$ cat src/rtl/stream_burst_gate.sv
// Releases one host-requested burst from the SDRAM read stream into the pipe TX port
// through a 2-entry skid buffer, so that up_ready is registered and does not follow dn_ready.
//
// state  | meaning
// IDLE   | waiting for start; upstream closed
// RUN    | accepting words until len_q have been taken
// DRAIN  | upstream closed; emptying the skid buffer
// DONE   | one-cycle done pulse, then back to IDLE
module stream_burst_gate #(
    parameter int DATA_WIDTH = 16,
    parameter int LEN_WIDTH  = 16
) (
    input  logic                  sys_clk,
    input  logic                  sys_rst_n,
    input  logic                  start,
    input  logic [LEN_WIDTH-1:0]  burst_len,
    input  logic                  abort,
    output logic                  busy,
    output logic                  done,
    output logic [LEN_WIDTH-1:0]  words_sent,
    output logic                  up_ready,
    input  logic                  up_valid,
    input  logic [DATA_WIDTH-1:0] up_data,
    input  logic                  dn_ready,
    output logic                  dn_valid,
    output logic [DATA_WIDTH-1:0] dn_data
);

    localparam logic [1:0] S_IDLE  = 2'd0;
    localparam logic [1:0] S_RUN   = 2'd1;
    localparam logic [1:0] S_DRAIN = 2'd2;
    localparam logic [1:0] S_DONE  = 2'd3;

    logic [1:0]            state_q,      state_d;
    logic [LEN_WIDTH-1:0]  len_q,        len_d;
    logic [LEN_WIDTH-1:0]  acc_q,        acc_d;
    logic [LEN_WIDTH-1:0]  words_sent_q, words_sent_d;
    logic [1:0]            occ_q,        occ_d;
    logic [DATA_WIDTH-1:0] slot0_q,      slot0_d;
    logic [DATA_WIDTH-1:0] slot1_q,      slot1_d;
    logic                  dn_valid_q,   dn_valid_d;
    logic                  up_ready_q,   up_ready_d;
    logic                  busy_q,       busy_d;
    logic                  done_q,       done_d;

    logic push;
    logic pop;

    assign push = up_valid & up_ready_q;
    assign pop  = dn_valid_q & dn_ready;

    always_comb begin
        state_d      = state_q;
        len_d        = len_q;
        acc_d        = acc_q;
        words_sent_d = words_sent_q;
        occ_d        = occ_q;
        slot0_d      = slot0_q;
        slot1_d      = slot1_q;

        if (pop) begin
            words_sent_d = words_sent_q + 1'b1;
        end

        // slot0 is the head and drives dn_data directly
        case ({push, pop})
            2'b10: begin
                if (occ_q == 2'd0) begin
                    slot0_d = up_data;
                end else begin
                    slot1_d = up_data;
                end
                occ_d = occ_q + 2'd1;
            end
            2'b01: begin
                if (occ_q == 2'd2) begin
                    slot0_d = slot1_q;
                end
                occ_d = occ_q - 2'd1;
            end
            2'b11: begin
                if (occ_q == 2'd2) begin
                    slot0_d = slot1_q;
                    slot1_d = up_data;
                end else begin
                    slot0_d = up_data;
                end
            end
            default: begin
            end
        endcase

        case (state_q)
            S_IDLE: begin
                if (start) begin
                    words_sent_d = '0;
                    if (burst_len != '0) begin
                        len_d   = burst_len;
                        acc_d   = '0;
                        state_d = S_RUN;
                    end else begin
                        state_d = S_DONE;
                    end
                end
            end
            S_RUN: begin
                if (abort) begin
                    occ_d   = 2'd0;
                    state_d = S_DONE;
                end else begin
                    if (push) begin
                        acc_d = acc_q + 1'b1;
                    end
                    if (acc_d == len_q) begin
                        state_d = S_DRAIN;
                    end
                end
            end
            S_DRAIN: begin
                if (abort) begin
                    occ_d   = 2'd0;
                    state_d = S_DONE;
                end else if (occ_d == 2'd0) begin
                    state_d = S_DONE;
                end
            end
            S_DONE: begin
                state_d = S_IDLE;
            end
            default: begin
                state_d = S_IDLE;
            end
        endcase

        // registered ready only promises space that exists regardless of next cycle's pop
        up_ready_d = (state_d == S_RUN) && (acc_d < len_d) && (occ_d < 2'd2);
        dn_valid_d = (occ_d != 2'd0);
        busy_d     = (state_d == S_RUN) || (state_d == S_DRAIN);
        done_d     = (state_d == S_DONE);
    end

    always_ff @(posedge sys_clk) begin
        if (!sys_rst_n) begin
            state_q      <= S_IDLE;
            len_q        <= '0;
            acc_q        <= '0;
            words_sent_q <= '0;
            occ_q        <= 2'd0;
            slot0_q      <= '0;
            slot1_q      <= '0;
            dn_valid_q   <= 1'b0;
            up_ready_q   <= 1'b0;
            busy_q       <= 1'b0;
            done_q       <= 1'b0;
        end else begin
            state_q      <= state_d;
            len_q        <= len_d;
            acc_q        <= acc_d;
            words_sent_q <= words_sent_d;
            occ_q        <= occ_d;
            slot0_q      <= slot0_d;
            slot1_q      <= slot1_d;
            dn_valid_q   <= dn_valid_d;
            up_ready_q   <= up_ready_d;
            busy_q       <= busy_d;
            done_q       <= done_d;
        end
    end

    assign busy       = busy_q;
    assign done       = done_q;
    assign words_sent = words_sent_q;
    assign up_ready   = up_ready_q;
    assign dn_valid   = dn_valid_q;
    assign dn_data    = slot0_q;

endmodule
$ cat config.mk
export PLATFORM = sky130hd
export DESIGN_NAME = stream_burst_gate
export DESIGN_NICKNAME = d
export VERILOG_FILES = /design/src/rtl/stream_burst_gate.sv
export SDC_FILE = /design/constraint.sdc
export NUM_CORES = 1
export LEC_CHECK = 0
export CAP_MARGIN = 20
export CORE_ASPECT_RATIO = 1.2
export CORE_MARGIN = 2
export CORE_UTILIZATION = 55
export CTS_CLUSTER_DIAMETER = 100
export DETAILED_ROUTE_END_ITERATION = 10
export PLACE_DENSITY_LB_ADDON = 0.25
export SKIP_CTS_REPAIR_TIMING = 1
export SLEW_MARGIN = 20
export SYNTH_ARGS = -nofsm -noshare
export SYNTH_HDL_FRONTEND = slang
export SYNTH_SLANG_ARGS = --single-unit
$ cat constraint.sdc
create_clock -name sys_clk -period 9.7 [get_ports sys_clk]
set_input_delay 1.94 -clock sys_clk [delete_from_list [all_inputs] [get_ports sys_clk]]
set_output_delay 1.94 -clock sys_clk [all_outputs]
set_load 0.02 [all_outputs]
Word-level counts from Yosys, hierarchy flattened
Index checks and enable logic that the tools add are counted.
Word-level totals
  flip-flop bits (word level): 88
  input bits: 38
  output and inout bits: 36
  word-level logic and storage cells: 77
Cells by class
  add/sub/neg operators: 4
  $lt $le $gt $ge: 2
  equality and inequality tests: 15
  muxes and demuxes: 30
  bitwise gates (word level): 2
  reduce and logical (&&, ||, !) cells: 13
Operator list (count)
  $mux 16: 17
  $pmux 16 s2: 2
  $pmux 16 s3: 1
  $add 16x1->16 const B: 2
  $eq 16x16->1: 1
  $lt 16x16->1: 1
  $mux 2: 8
  $reduce_bool 16->1: 1
  $eq 2x2->1 const B: 7
  $ne 2x2->1 const B: 4
  $pmux 2 s4: 1
  $eq 2x1->1 const B: 3
  $logic_not 2->1: 3
  $reduce_and 3->1: 2
  $pmux 2 s2: 1
  $reduce_bool 2->1: 2
  $reduce_bool 3->1: 1
  $add 2x1->2 const B: 1
  $and 1x1->1: 2
  $logic_and 1x1->1: 2
  $lt 2x2->1 const B: 1
  $reduce_or 2->1: 1
  $sub 2x1->2 const B: 1
  $logic_or 1x1->1: 1

Logic depth before layout (Yosys ltp)
  depth in word-level cells: 11
  mapped depth: 16
  mapped depth without buffers: 14

Worst setup path before layout
Ideal clock, no wire load.
  path type: input -> register
  start: input burst_len[11]
  end: register up_ready_q, in the netlist up_ready
  library setup time: 0.081 ns
  arrival time: 4.342 ns
  required time: 9.619 ns
  slack: 5.277 ns
  cell stages on the path: 13
  path buffers: 1
  path through: nor4_1 > a41oi_2 > a21oi_2 > buf_2 > nand2_1 > o21ai_1 > ha_1 > a21o_1 > a21o_1 > a21o_1 > a21oi_1 > o211ai_1 > a41oi_1
On the way
  longest elaborated chain between the ends: 7
  elaborated cells between the ends (all ways): 14
  those cells by class: 1 x order compare; 1 x eq/ne; 9 x mux; 3 x reduce/logical
Ends and longest elaborated chain
  start: declaration: line 16  | input logic [LEN_WIDTH-1:0] burst_len,
  $reduce_bool 16->1: line 97  | if (burst_len != '0) begin
  $mux 16: line 97
  $mux 16: line 95  | if (start) begin
  $pmux 16 s2: line 93  | case (state_q)
  net acc_d[9]: line 36  | logic [LEN_WIDTH-1:0] acc_q, acc_d;
  $lt 16x16->1: line 136  | up_ready_d = (state_d == S_RUN) && (acc_d < len_d) && (occ_d < 2'd2);
  $logic_and 1x1->1 (2 in series): line 136
  end signal: assignment: line 164  | up_ready_q <= up_ready_d;
  end: declaration: line 42  | logic up_ready_q, up_ready_d;
The timed path passes the listed nets, and every way through them passes these cells.
A chain may end at the register's enable or synchronous reset.

Worst setup path after layout
  start: input burst_len[3]
  end: register up_ready_q, in the netlist up_ready
The elaborated chain is that of the path after synthesis.

==> out/qor.yml <==
global_routing:
  gr-usage-met3: 0.0490
  grt.busiest_layer: "met2"
  grt_start_max_net_pins: 28
  grt_pass1_vias: 4333
  grt_util_met1: 0.337
  grt_antenna_before_repair: 0
  grt_first_pass_wirelength_um: 20800
  grt.total_usage: 0.268
  grt_overflow_total: 0
  use_met2: 0.436
sta:
  slew_viol_final: 0
  setup_violations: 0
  period_minus_slack_ns: 5.18
  min_period_over_period: 0.534
  fin_skew_ns: 0.00644
  relSlewSlack: 0.502
  rsz0062_at_grt: "no"
  worst_pin_slew_ns: 0.743
  fmax_mhz: 193
  final.setup.worst_slack_ns: 4.52
  finalHoldViolations: 0
  fin_tns_setup_ns: 0
min_path:
  holdPathStages: 2
  min_to: "slot1_q[8]$_SDFFE_PN0P_"
  hp-start: "slot1_q[8]$_SDFFE_PN0P_"
  min_path_type: "flop to flop"
clocking:
  root_buffer: "clkbuf_8"
  cts_inserted_buffers: 9
  clk_pin_slew_ns: 0.09
  htree_levels: 3
  clock-sinks: 88
  clk_latency_ns: 0.37
  cts_tree: "built"
  cts_buffer_depth: 2
setup_path:
  crit_required_ns: 10.00
  rr_startpoint: "state_q[0]$_SDFF_PN0_"
  r2r_cells: 13
  cp-end-kind: "flop"
  worstPathArrival_ns: 5.47
  crit_buf_inv: 1
  crit_fanout: 15
  crit_chain: "clkdlybuf4s50_1, nor4_1, a41oi_2, a21oi_2, o21ai_0, o21ai_0, ha_1, a21o_1, a31oi_1, o211ai_1, nand3_1, o211ai_1, a41oi_1"
  cp_slowest_cell: "nor4_1"
  critPathKind: "input port to flop"
  critical-path-max-stage-delay_ns: 0.66
  cpLargestDelayFamily: "compound AO/OA/AOI/OAI gates"
  rr_endpoint: "up_ready$_SDFF_PN0_"
  start_kind: "input port"
  reg2reg_slack_ns: 6.34
yosys:
  yosysUniqueCellTypes: 65
  synth_area_per_cell_sq_um: 8.64
  synthesis.nets: 632
  synth_top_family_by_area: "simple AND/OR/NAND/NOR gates"
  synth_seq_cells: 88
  synthSimpleGateAreaFrac: 0.230
  yosysSeqAreaShare: 0.359
  synth_area_sq_mm: 0.00491
  synth_edf_count: 0
  synthArstFlopShare: 0
  yosys_warnings: 0
  synthAdderAreaFrac: 0.0663
  synth_compound_area_frac: 0.170
  muxShareOfSynthArea: 0.0714
  synth-main-ff-cell: "dfxtp_1"
  postSynthCellCount: 568
  synthXorXnorAreaFrac: 0.0678
power:
  power.leakage_uw: 0.00217
  power_density_mw_per_mm2: 202
  peakVddDrop_mv: 0.131
  p_total_uw: 1190
route:
  drt_iter0_markers: 254
  routedWlPerCell_um: 17.0
  drc: 0
  finalWirelength_um: 12700
  avgViaCountPerCell: 6.02
  num_vias: 4488
  drtAntennaViolNets: 0
  drt_first_pass_iters: 6
cells_and_area:
  final_layout_size_suffix_gt1_frac: 0.0556
  final_cell_mix: "dfxtp_1 (88), nor2_1 (74), clkdlybuf4s50_1 (73)"
  syn_to_final_growth_pct: 19.9
  final_common_cell: "dfxtp_1"
  layout.nets: 689
  antenna_cells: 0
floorplanning:
  die_w_um: 90.2
  row_count: 37
  die_h_um: 107
  core_area_sq_mm: 0.00861
  initial_core_util: 0.570
  ios: 74
  die-area_sq_mm: 0.00970
placement:
  dpl_worst_slack_ns: 4.34
  dpl.hpwl_um: 9600
  gp_congestion: 1.01
  numPortBuffers: 73
job:
  drv_cap: 0
outcome:
  status: "complete, no violations"
registers in the layout (all words and copies together), names as in the netlist:
| register | cells |
|---|---|
| up_ready | 1 |
| occ_q | 2 |
| len_q | 16 |
| busy | 1 |
| words_sent | 16 |
| dn_data | 16 |
| state_q | 2 |
| done | 1 |
| acc_q | 16 |
| dn_valid | 1 |
| slot1_q | 16 |
Yosys cell counts, drive strengths merged (16+ instances only):
master / instances / area share
a21oi: 23 / 0.024
xnor2: 19 / 0.034
a211oi: 17 / 0.026
clkbuf: 18 / 0.014
nand3: 18 / 0.019
o21ai: 21 / 0.023
nor2: 76 / 0.058
and2: 17 / 0.022
a22oi: 16 / 0.024
dfxtp: 88 / 0.36
ha: 26 / 0.066
xor2: 19 / 0.034
mux2i: 35 / 0.071
nand2: 38 / 0.029
worst min-delay path: cells and delay by family, from the launching register on:
family        cells  cell delay [ns]
flops             1             0.34
simple gates      1             0.07
mux               1             0.06
stage by stage:
step,hold WS [ns],cell area [sq um],util,std cells
2_1_floorplan,0.461,4910,-,568
3_3_place_gp,0.474,5680,0.660,730
3_5_place_dp,0.487,5700,0.662,731
4_1_cts,0.508,5880,0.683,746
5_1_grt,0.523,5880,0.683,746
6_report,0.501,5880,0.683,746
where the power goes:
| part | internal, uW | switching [uW] |
|---|---|---|
| registers | 411 | 40.7 |
| clock network | 106 | 133 |
| logic | 205 | 291 |
metal layers:
layer	vias to the layer above	wire [um]	share of wire
li1	2165	-	-
met4	0	455	0.036
met5	-	0	0
met1	2115	5500	0.43
met3	37	924	0.073
met2	171	5800	0.46
logic make-up after synthesis:
kind of cell             after synthesis
multiplexers                          35
flip-flops                            88
AND/OR/NAND/NOR                      219
buffers and inverters                 42
XOR/XNOR                              38
adder cells (fa/ha/maj)               26
AO/OA/AOI/OAI                        120
worst max path at each step:
stage | from | endpoint | slack (ns) | depth (start not counted)
2_1_floorplan | burst_len[11] | up_ready$_SDFF_PN0_ | 5.28 | 13
3_3_place_gp | burst_len[4] | up_ready$_SDFF_PN0_ | 4.42 | 13
3_5_place_dp | burst_len[3] | up_ready$_SDFF_PN0_ | 4.34 | 13
4_1_cts | burst_len[3] | up_ready$_SDFF_PN0_ | 4.68 | 13
5_1_grt | burst_len[3] | up_ready$_SDFF_PN0_ | 4.35 | 13
6_report | burst_len[3] | up_ready$_SDFF_PN0_ | 4.52 | 13
layout make-up:
| type | count | area, sq um |
|---|---|---|
| multi-input cells | 438 | 2990 |
| fillers | 727 | 2730 |
| flip-flops and latches | 88 | 1760 |
| repair buffers | 77 | 768 |
| clock buffers | 11 | 151 |
| well taps | 117 | 146 |
| inverters | 11 | 41.3 |
| clock inverters | 4 | 28.8 |
(Power assumes the default switching activity.)
